[src/rtl/enc_pkg.sv]
// Shared definitions for the one-hot encoder slice: code-width derivation,
// counter width default and the handshake state encoding.
package enc_pkg;

  function automatic int enc_w(input int n);
    return (n < 2) ? 1 : $clog2(n);
  endfunction

  localparam int CNT_W_DEF = 8;

  // Default one-hot width and the binary index width it maps onto.
  localparam int ENC_N = 4;
  localparam int ENC_W = enc_w(ENC_N);

  // Output register occupancy; the value doubles as out_vld.
  typedef enum logic {
    EMPTY = 1'b0,
    FULL  = 1'b1
  } state_e;

endpackage

[src/rtl/onehot_encoder_reg_if.sv]
// Bus bundle for the registered one-hot encoder: input beat, output beat and
// error-counter control.
interface onehot_encoder_reg_if
  import enc_pkg::*;
#(
  parameter int N     = ENC_N,
  parameter int CNT_W = CNT_W_DEF
);
  localparam int W = enc_w(N);

  // A beat moves on a rising edge where vld && rdy; the producer holds vld and
  // data stable until then, and rdy may depend combinationally on the far side.
  logic             in_vld;
  logic             in_rdy;
  logic [N-1:0]     in_data;
  logic             out_vld;
  logic             out_rdy;
  logic [W-1:0]     out_code;
  logic             out_err;
  logic [CNT_W-1:0] err_cnt;
  logic             clr_err;

  modport master (
    output in_vld, in_data, out_rdy, clr_err,
    input  in_rdy, out_vld, out_code, out_err, err_cnt
  );

  modport slave (
    input  in_vld, in_data, out_rdy, clr_err,
    output in_rdy, out_vld, out_code, out_err, err_cnt
  );

endinterface

[src/rtl/onehot_encoder_reg_prio_enc.sv]
// Combinational LSB-priority encoder: lowest set bit wins, with zero and
// multi-hot flags so callers can judge whether the word was strictly one-hot.
module prio_enc
  import enc_pkg::*;
#(
  parameter int N = ENC_N,
  localparam int W = enc_w(N)
) (
  input  logic [N-1:0] in_data,
  output logic [W-1:0] code,
  output logic         zero,
  output logic         multi
);

  // Scan downwards so the lowest set bit is the last one written.
  always_comb begin
    code = '0;
    for (int i = N - 1; i >= 0; i--) begin
      if (in_data[i]) code = W'(i);
    end
  end

  assign zero  = ~|in_data;
  assign multi = |(in_data & (in_data - N'(1)));

endmodule

[src/rtl/onehot_encoder_reg.sv]
// Registered one-hot-to-binary encoder with valid/ready on both sides and a
// saturating count of accepted malformed beats.
module onehot_encoder_reg
  import enc_pkg::*;
#(
  parameter int N     = ENC_N,
  parameter int CNT_W = CNT_W_DEF
) (
  input  logic                clk,
  input  logic                rst,
  onehot_encoder_reg_if.slave bus,
  output state_e              dbg_state
);

  localparam int W = enc_w(N);
  localparam logic [CNT_W-1:0] CNT_MAX = {CNT_W{1'b1}};

  state_e           state_q, state_d;
  logic [W-1:0]     code_q;
  logic             err_q;
  logic [CNT_W-1:0] cnt_q;

  logic [W-1:0]     enc_code;
  logic             enc_zero, enc_multi;
  logic             accept, err_beat;

  prio_enc #(.N(N)) u_prio_enc (
    .in_data (bus.in_data),
    .code    (enc_code),
    .zero    (enc_zero),
    .multi   (enc_multi)
  );

  // No skid buffer: a full register frees up only when the consumer takes it.
  assign bus.in_rdy = (state_q == EMPTY) || bus.out_rdy;
  assign accept     = bus.in_vld && bus.in_rdy;
  assign err_beat   = accept && (enc_zero || enc_multi);

  always_ff @(posedge clk or posedge rst) begin
    if (rst) state_q <= EMPTY;
    else     state_q <= state_d;
  end

  always_comb begin
    state_d = state_q;
    case (state_q)
      EMPTY:   if (accept) state_d = FULL;
      FULL:    if (!accept && bus.out_rdy) state_d = EMPTY;
      default: state_d = EMPTY;
    endcase
  end

  // Code and flag keep their stale values after a drain.
  always_ff @(posedge clk or posedge rst) begin
    if (rst) begin
      code_q <= '0;
      err_q  <= 1'b0;
    end else if (accept) begin
      code_q <= enc_code;
      err_q  <= enc_zero || enc_multi;
    end
  end

  // Clear outranks counting, but an error beat in the clearing cycle survives.
  always_ff @(posedge clk or posedge rst) begin
    if (rst) begin
      cnt_q <= '0;
    end else if (bus.clr_err) begin
      cnt_q <= err_beat ? CNT_W'(1) : '0;
    end else if (err_beat && (cnt_q != CNT_MAX)) begin
      cnt_q <= cnt_q + CNT_W'(1);
    end
  end

  assign bus.out_vld  = (state_q == FULL);
  assign bus.out_code = code_q;
  assign bus.out_err  = err_q;
  assign bus.err_cnt  = cnt_q;
  assign dbg_state    = state_q;

endmodule

[src/flat_wrapper.sv]
// flat-port wrapper written by rule: the top's interface ports become plain ports
module onehot_encoder_reg_flat import enc_pkg::*;
#(
  parameter int N     = ENC_N,
  parameter int CNT_W = CNT_W_DEF
)
  (clk, rst, dbg_state, bus_in_vld, bus_in_data, bus_out_rdy, bus_clr_err, bus_in_rdy, bus_out_vld, bus_out_code, bus_out_err, bus_err_cnt);
  onehot_encoder_reg_if #(.N(N), .CNT_W(CNT_W)) bus_i ();
  input  logic clk;
  input  logic rst;
  output state_e dbg_state;
  input wire logic [$bits(bus_i.in_vld)-1:0] bus_in_vld;
  input wire logic [$bits(bus_i.in_data)-1:0] bus_in_data;
  input wire logic [$bits(bus_i.out_rdy)-1:0] bus_out_rdy;
  input wire logic [$bits(bus_i.clr_err)-1:0] bus_clr_err;
  output wire logic [$bits(bus_i.in_rdy)-1:0] bus_in_rdy;
  output wire logic [$bits(bus_i.out_vld)-1:0] bus_out_vld;
  output wire logic [$bits(bus_i.out_code)-1:0] bus_out_code;
  output wire logic [$bits(bus_i.out_err)-1:0] bus_out_err;
  output wire logic [$bits(bus_i.err_cnt)-1:0] bus_err_cnt;
  assign bus_i.in_vld = bus_in_vld;
  assign bus_i.in_data = bus_in_data;
  assign bus_i.out_rdy = bus_out_rdy;
  assign bus_i.clr_err = bus_clr_err;
  assign bus_in_rdy = bus_i.in_rdy;
  assign bus_out_vld = bus_i.out_vld;
  assign bus_out_code = bus_i.out_code;
  assign bus_out_err = bus_i.out_err;
  assign bus_err_cnt = bus_i.err_cnt;
  onehot_encoder_reg #(.N(N), .CNT_W(CNT_W)) u_core (.clk(clk), .rst(rst), .bus(bus_i), .dbg_state(dbg_state));
endmodule
[config.mk]
export PLATFORM = sky130hd
export DESIGN_NAME = onehot_encoder_reg_flat
export DESIGN_NICKNAME = d
export VERILOG_FILES = /design/src/rtl/enc_pkg.sv /design/src/rtl/onehot_encoder_reg_if.sv /design/src/rtl/onehot_encoder_reg_prio_enc.sv /design/src/rtl/onehot_encoder_reg.sv /design/src/flat_wrapper.sv
export SDC_FILE = /design/constraint.sdc
export NUM_CORES = 1
export LEC_CHECK = 0
export ABC_AREA = 0
export BUFFER_PORTS_ARGS = -buffer_cell sky130_fd_sc_hd__buf_4
export CORE_UTILIZATION = 52
export DETAILED_ROUTE_END_ITERATION = 16
export PLACE_DENSITY_LB_ADDON = 0.12
export SYNTH_ARGS = -nofsm -noshare
export SYNTH_HDL_FRONTEND = slang
export SYNTH_SLANG_ARGS = --single-unit
[constraint.sdc]
create_clock -name clk -period 3.1 [get_ports clk]
set_clock_uncertainty 0.1 [all_clocks]
set_input_delay 0.31 -clock clk [delete_from_list [all_inputs] [get_ports clk]]
set_output_delay 0.31 -clock clk [all_outputs]
set_load 0.02 [all_outputs]
==> results.md, run 1 <==
- Status: completed
- First-pass GRT wire length: 2590 um
- Max Cap Viol: 0
- Final Cycle Share: 0.633
- Clk_lat worst skew: 0.28 ns
- Post-synthesis instance area: 737 um^2
- Vias/cell: 5.84
- Sequential area share after synthesis: 0.407
- Worst VDD drop: 375 uV
- Core Rows: 13
- Vias in the first global route: 598
- Final Hold Fails: 0
- NumNets Final: 117
- Async set or reset register ratio after synthesis: 1.00
- N_diodes: 0
- Number of fill cells in the layout: 107
- Ranking of synthesized cells by area: dfrtp_1, mux2_2, nor2b_1
- Router iterations before antenna repair: 4
- Headroom to the max-slew limit: 0.685
- Total power: 385 uW
- CTS tree: done
- Crit Path Category: flop to flop
- Die width: 39.6 um
- Die H: 39.6 um
- Mapped Cells: 81
- Actual slew at the worst max-slew pin: 0.473 ns
- Number of synthesized flops with an enable pin: 0
- Area of the multi-input gates: 410 um^2
- Critical Path Fanout Max: 7
- Clock sink count: 12
- Post-layout util: 0.726
- Sum Neg Setup Slack: 0 ns
- Worst min-delay path class: input pin to flop
- Yosys top cell area share: 0.407
- Htree depth: 1
- GRT Overall Usage: 0.251
- Final setup viols: 0
- Avg Cell Area, Syn: 9.10 um^2
- Port buffer count: 22
- WL/cell: 13.7 um
- Antenna Nets Post-Route: 0
- Max Freq: 509 MHz
- Leak Pwr: 0.000453 uW
- Unrepaired setup endpoints after global routing: no
- Total CTS buffers: 3
- Startpoint Class: flop
- Largest area contributor in the netlist: dfrtp_1
- Predominant post-synthesis flop cell: dfrtp_1
- Worst path required time: 3.17 ns
- Post-synth cell types: 29
- Initial antenna violation count: 0
- Clk pin slew, worst setup/hold paths: 0.08 ns
- Clk buf depth: 2
- Initial core utilization: 0.559
- Vias: 707
- Slew Limit Fails: 0
- Syn. warnings: 0
- Grt ovf: 0
- P per Cell Area: 403 mW/mm^2
- Ports: 23
- Core area: 0.00132 mm^2
- Crit path time final: 1.96 ns
- Crit path capture type: flop
- Largest net degree at the start of global routing: 14
- Seq cells post-synth: 12
- Critical path's slowest cell: dfrtp_1
- DRC viols: 0
- Storage cell area: 300 um^2
- Die area: 0.00157 mm^2
- Synthesized Nets: 91
- Crit-path cells: ha_1 -> nand2_1 -> or3_1 -> and4_1 -> mux2_4
- CP Data Arrival Time: 2.03 ns
- Syn-to-layout area delta: 29.7%
- Root Buffer: clkbuf_4
- GPL Wtd Cong: 0.882
- Initial DRC Count: 25
- Delay of the slowest critical-path stage: 0.49 ns
- Total wire length: 1660 um
- Share of post-route cells with drive strength above 1: 0.311
worst paths after layout:
check	startpoint	to	slack, ns	depth (start not counted)
setup / recovery	u_core.bus.err_cnt[0]	u_core.bus.err_cnt[7]	1.14	5
hold / removal	bus_in_data[0]	u_core.bus.out_code[1]	0.13	2
setup reg to reg	u_core.bus.err_cnt[0]	u_core.bus.err_cnt[7]	1.14	5
hold reg to reg	u_core.bus.out_code[1]	u_core.bus.out_code[1]	0.40	2
max in group asynchronous	rst	u_core.bus.err_cnt[3]	2.07	3
min in group asynchronous	rst	u_core.bus.out_code[0]	0.51	3
stage by stage:
step	instance area (um^2)	worst slack (ns)	instances	hold WS, ns
2_1_floorplan	737	1.18	81	0.0747
6_report	956	1.14	121	0.129
5_1_grt	956	1.05	121	0.141
3_3_place_gp	910	1.22	116	0.251
3_5_place_dp	910	1.19	116	0.269
4_1_cts	956	1.17	121	0.129
layout by cell type, fill, tap and decap left out, types with 4 or more instances in the layout:
cell type and instances:
nand3_1 6, dfrtp_1 12, nor2_1 7, nand2_1 8
o21ai_0 4, buf_4 22, nor2b_1 5, nor4_1 4
mux2_2 4, inv_1 4
cell usage after synthesis (2+ instances only):
cell / n
nand3_1: 6
inv_1: 4
nor2b_1: 5
dfrtp_1: 12
nand2b_1: 2
nand4_1: 3
nand2_1: 8
nor4_1: 4
nor2_1: 7
and4_1: 2
a21oi_1: 3
mux2_2: 4
o21ai_0: 4
nor3_1: 2
registers in the layout, indices dropped and copies added, names as in the netlist:
| name | count |
|---|---|
| u_core.bus.err_cnt | 8 |
| u_core.bus.out_code | 2 |
| u_core.bus.out_err | 1 |
| u_core.bus.out_vld | 1 |
power by group:
| part | switching, uW | total [uW] | internal [uW] |
|---|---|---|---|
| clock network | 56.2 | 128 | 71.5 |
| registers | 10.3 | 176 | 166 |
| logic | 46.6 | 81.7 | 35.1 |
kinds of logic (layout without fill, tap and decap cells):
family	Yosys count	count (layout)	share of synthesized area
adders and majority gates	1	1	0.0170
AOI/OAI and AO/OA	13	13	0.119
and+or+nand+nor	43	43	0.328
muxes	5	5	0.0815
buffers and inverters	6	31	0.0356
DFF	12	12	0.407
xor gates and xnor gates	1	1	0.0119
timing repair:
| action | 4_1_cts | 5_1_grt |
|---|---|---|
| resized for setup | 0 | 0 |
| endpoints found under the hold margin | 12 | 0 |
| buffers inserted | 0 | 0 |
| hold buffers | 1 | 0 |
layer usage:
layer	vias to the layer above	track usage	wire length, um
met5	-	0	0
met4	0	0.181	57
met3	7	0.0341	73
met2	23	0.365	760
met1	325	0.336	772
li1	352	-	-
critical path: cells and delay by family (launching register included):
kind,cells,cell delay [ns]
adders and majority gates,1,0.24
muxes,1,0.29
and+or+nand+nor,3,0.74
DFF,1,0.49
cell type report:
| type | instances | share of cell area |
|---|---|---|
| flip-flops and latches | 12 | 0.314 |
| clock buffers | 4 | 0.0380 |
| inverters | 4 | 0.0157 |
| well taps | 15 | 0.0196 |
| repair buffers | 23 | 0.183 |
| multi-input cells | 63 | 0.429 |
No activity file was read; power rests on OpenSTA's default activity.
==> run 2: changes to the inputs <==
Settings changed: CORE_UTILIZATION 52 to 48.
Clock period 3.1 ns to 1.9 ns, I/O delays scaled along.
==> run 2 against run 1 <==
Against the previous run:
- clock-buffer cell count stayed put
- hold slack got worse by 0.12 ns
- sequential cell count unchanged
- via count up 5.5%
- register-to-register slack got worse by 1.0 ns
- total power grew 56%
==> results.md, run 2 (synthesis gave the netlist of run 1 again) <==
- Pre-CTS setup slack: 0.121 ns
- Die area: 0.00170 mm^2
- Crit Path Category: flop to flop
- Clock Power Share: 0.281
- DRC viols: 0
- Vias/cell: 5.97
- Final Hold Fails: 0
- CTS tree: done
- Max Freq: 557 MHz
- Placed instance count: 120
- Clk pin slew, worst setup/hold paths: 0.08 ns
- Die width: 41.2 um
- GRT Overall Usage: 0.253
- Crit-path cells: ha_1 -> nand2_1 -> nor3_1 -> nor4_1 -> a311o_1
- Critical Path Fanout Max: 4
- Crit Reg-Reg Startpoint: u_core.bus.err_cnt[0]
- Max Cap Viol: 0
- Worst VDD drop: 483 uV
- Share of post-route cells with drive strength above 1: 0.355
- P per Cell Area: 607 mW/mm^2
- Core area: 0.00137 mm^2
- Most frequent cells in the layout: buf_4, dfrtp_1, nand2_1
- GPL Wtd Cong: 0.815
- Actual slew at the worst max-slew pin: 0.534 ns
- Root Buffer: clkbuf_4
- Final Cycle Share: 0.945
- Port buffer count: 22
- Net Sw Frac: 0.302
- Delay of the slowest critical-path stage: 0.47 ns
- Switching Power: 181 uW
- Antenna Nets Post-Route: 0
- Core Rows: 13
- Worst path required time: 1.97 ns
- Number of flip-flops in the largest register: 8
- NumNets Final: 121
- PnR worst setup slack: 0.105 ns
- # Post-CTS Setup Buffers: 0
- Crit path capture type: flop
- First-pass GRT wire length: 2750 um
- Total wire length: 1750 um
- Initial antenna violation count: 0
- WL/cell: 14.0 um
- Syn-to-layout area delta: 34.1%
- Status: completed
- Clk buf depth: 2
- Slew Limit Fails: 0
- Initial core utilization: 0.539
- Placed wire-length estimate: 1260 um
- Critical path destination: u_core.bus.err_cnt[0]
- Largest net degree at the start of global routing: 14
- Leading cell type in the layout, fill and taps excluded: buf_4
- Critical path origin: u_core.bus.err_cnt[0]
- Headroom to the max-slew limit: 0.641
- Leak Pwr: 0.000468 uW
- Crit path time final: 1.79 ns
- Ports: 23
- RR Endpoint: u_core.bus.err_cnt[0]
- N_diodes: 0
- Grt ovf: 0
- Vias in the first global route: 653
- Initial DRC Count: 20
- Worst min-delay path class: input pin to flop
- Final setup viols: 0
- Total CTS buffers: 3
- Setup slack, reg-to-reg: 0.11 ns
- Die H: 41.2 um
- Startpoint Class: flop
- Combinational power share: 0.255
- Non-filler instance count after layout: 125
- Critical path's slowest cell: nor3_1
- Sequential share of power: 0.464
- Clk_lat worst skew: 0.27 ns
- Int Pwr: 419 uW
- Router iterations before antenna repair: 4
- Vias: 746
- CP Data Arrival Time: 1.86 ns
- Htree depth: 1
- R2r worst-path depth: 5
- Clock sink count: 12
-- run 2: cell types whose count changed in the layout (fill, tap and decap cells not counted) --
cell	change
nor4_1	-1
nor4_2	+1
buf_4	+4
or3_1	-1
dfrtp_1	-1
dfrtp_2	+1
clkbuf_1	+1
clkbuf_8	-1
or3_4	+1
-- run 2: final cells by class --
cell class                 count  area, um^2
multi-input combinational     63         422
fill                         117         378
sequential                    12         302
timing repair buffer          27         205
clock buffer                   4        26.3
tap                           15        18.8
inverter                       4        15.0
-- run 2: worst max-delay path, delay by kind of cell, from the launching register on --
family	cells	cell delay, ns
flops	1	0.36
compound gates	1	0.33
fa+ha+maj	1	0.20
simple gates	3	0.69
-- run 2: metrics by stage --
stage | cell area [um^2] | TNS [ns] | utilization | total power (uW) | hold WS (ns)
after floorplan | 738 | 0 | - | 364 | -0.0454
final | 988 | 0 | 0.723 | 600 | 0.00646
after global routing | 988 | -0.000829 | 0.723 | 631 | 0.0147
after detailed placement | 941 | 0 | 0.689 | 434 | 0.135
after CTS | 977 | 0 | 0.715 | 606 | 0.00675
after global placement | 941 | 0 | 0.689 | 431 | 0.134
-- run 2: how the worst min path moves through the flow --
stage | startpoint | to | slack (ns) | cells after the start
after detailed placement | rst | u_core.bus.out_code[1] | 0.13 | 2
after global placement | rst | u_core.bus.out_code[1] | 0.13 | 2
after floorplan | rst | u_core.bus.err_cnt[1] | -0.05 | 1
final | bus_in_data[0] | u_core.bus.out_code[1] | 0.006 | 2
after CTS | bus_in_data[0] | u_core.bus.out_code[1] | 0.007 | 2
after global routing | bus_in_data[0] | u_core.bus.out_code[1] | 0.01 | 2
-- run 2: metal layers --
layer,wire [um],vias to the layer above,track usage,share of wire
li1,-,357,-,-
met1,699,348,0.321,0.40
met2,885,39,0.395,0.51
met3,147,2,0.0598,0.084
met4,13,0,0.129,0.0074
met5,0,-,0,0
-- run 2: what timing repair did --
item / CTS / global route
hold buffers: 1 / 0
setup endpoints to repair: 0 / 1
endpoints found under the hold margin: 12 / 0
gates resized for setup: 0 / 2
-- run 2: power by group through the flow --
stage               sequential (uW)  clock (uW)  combinational, uW
CTS                             279         174                153
detailed placement              284           0                150
finish                          279         169                153
floorplan                       308           0               55.7
global placement                284           0                147
global route                    281         183                167
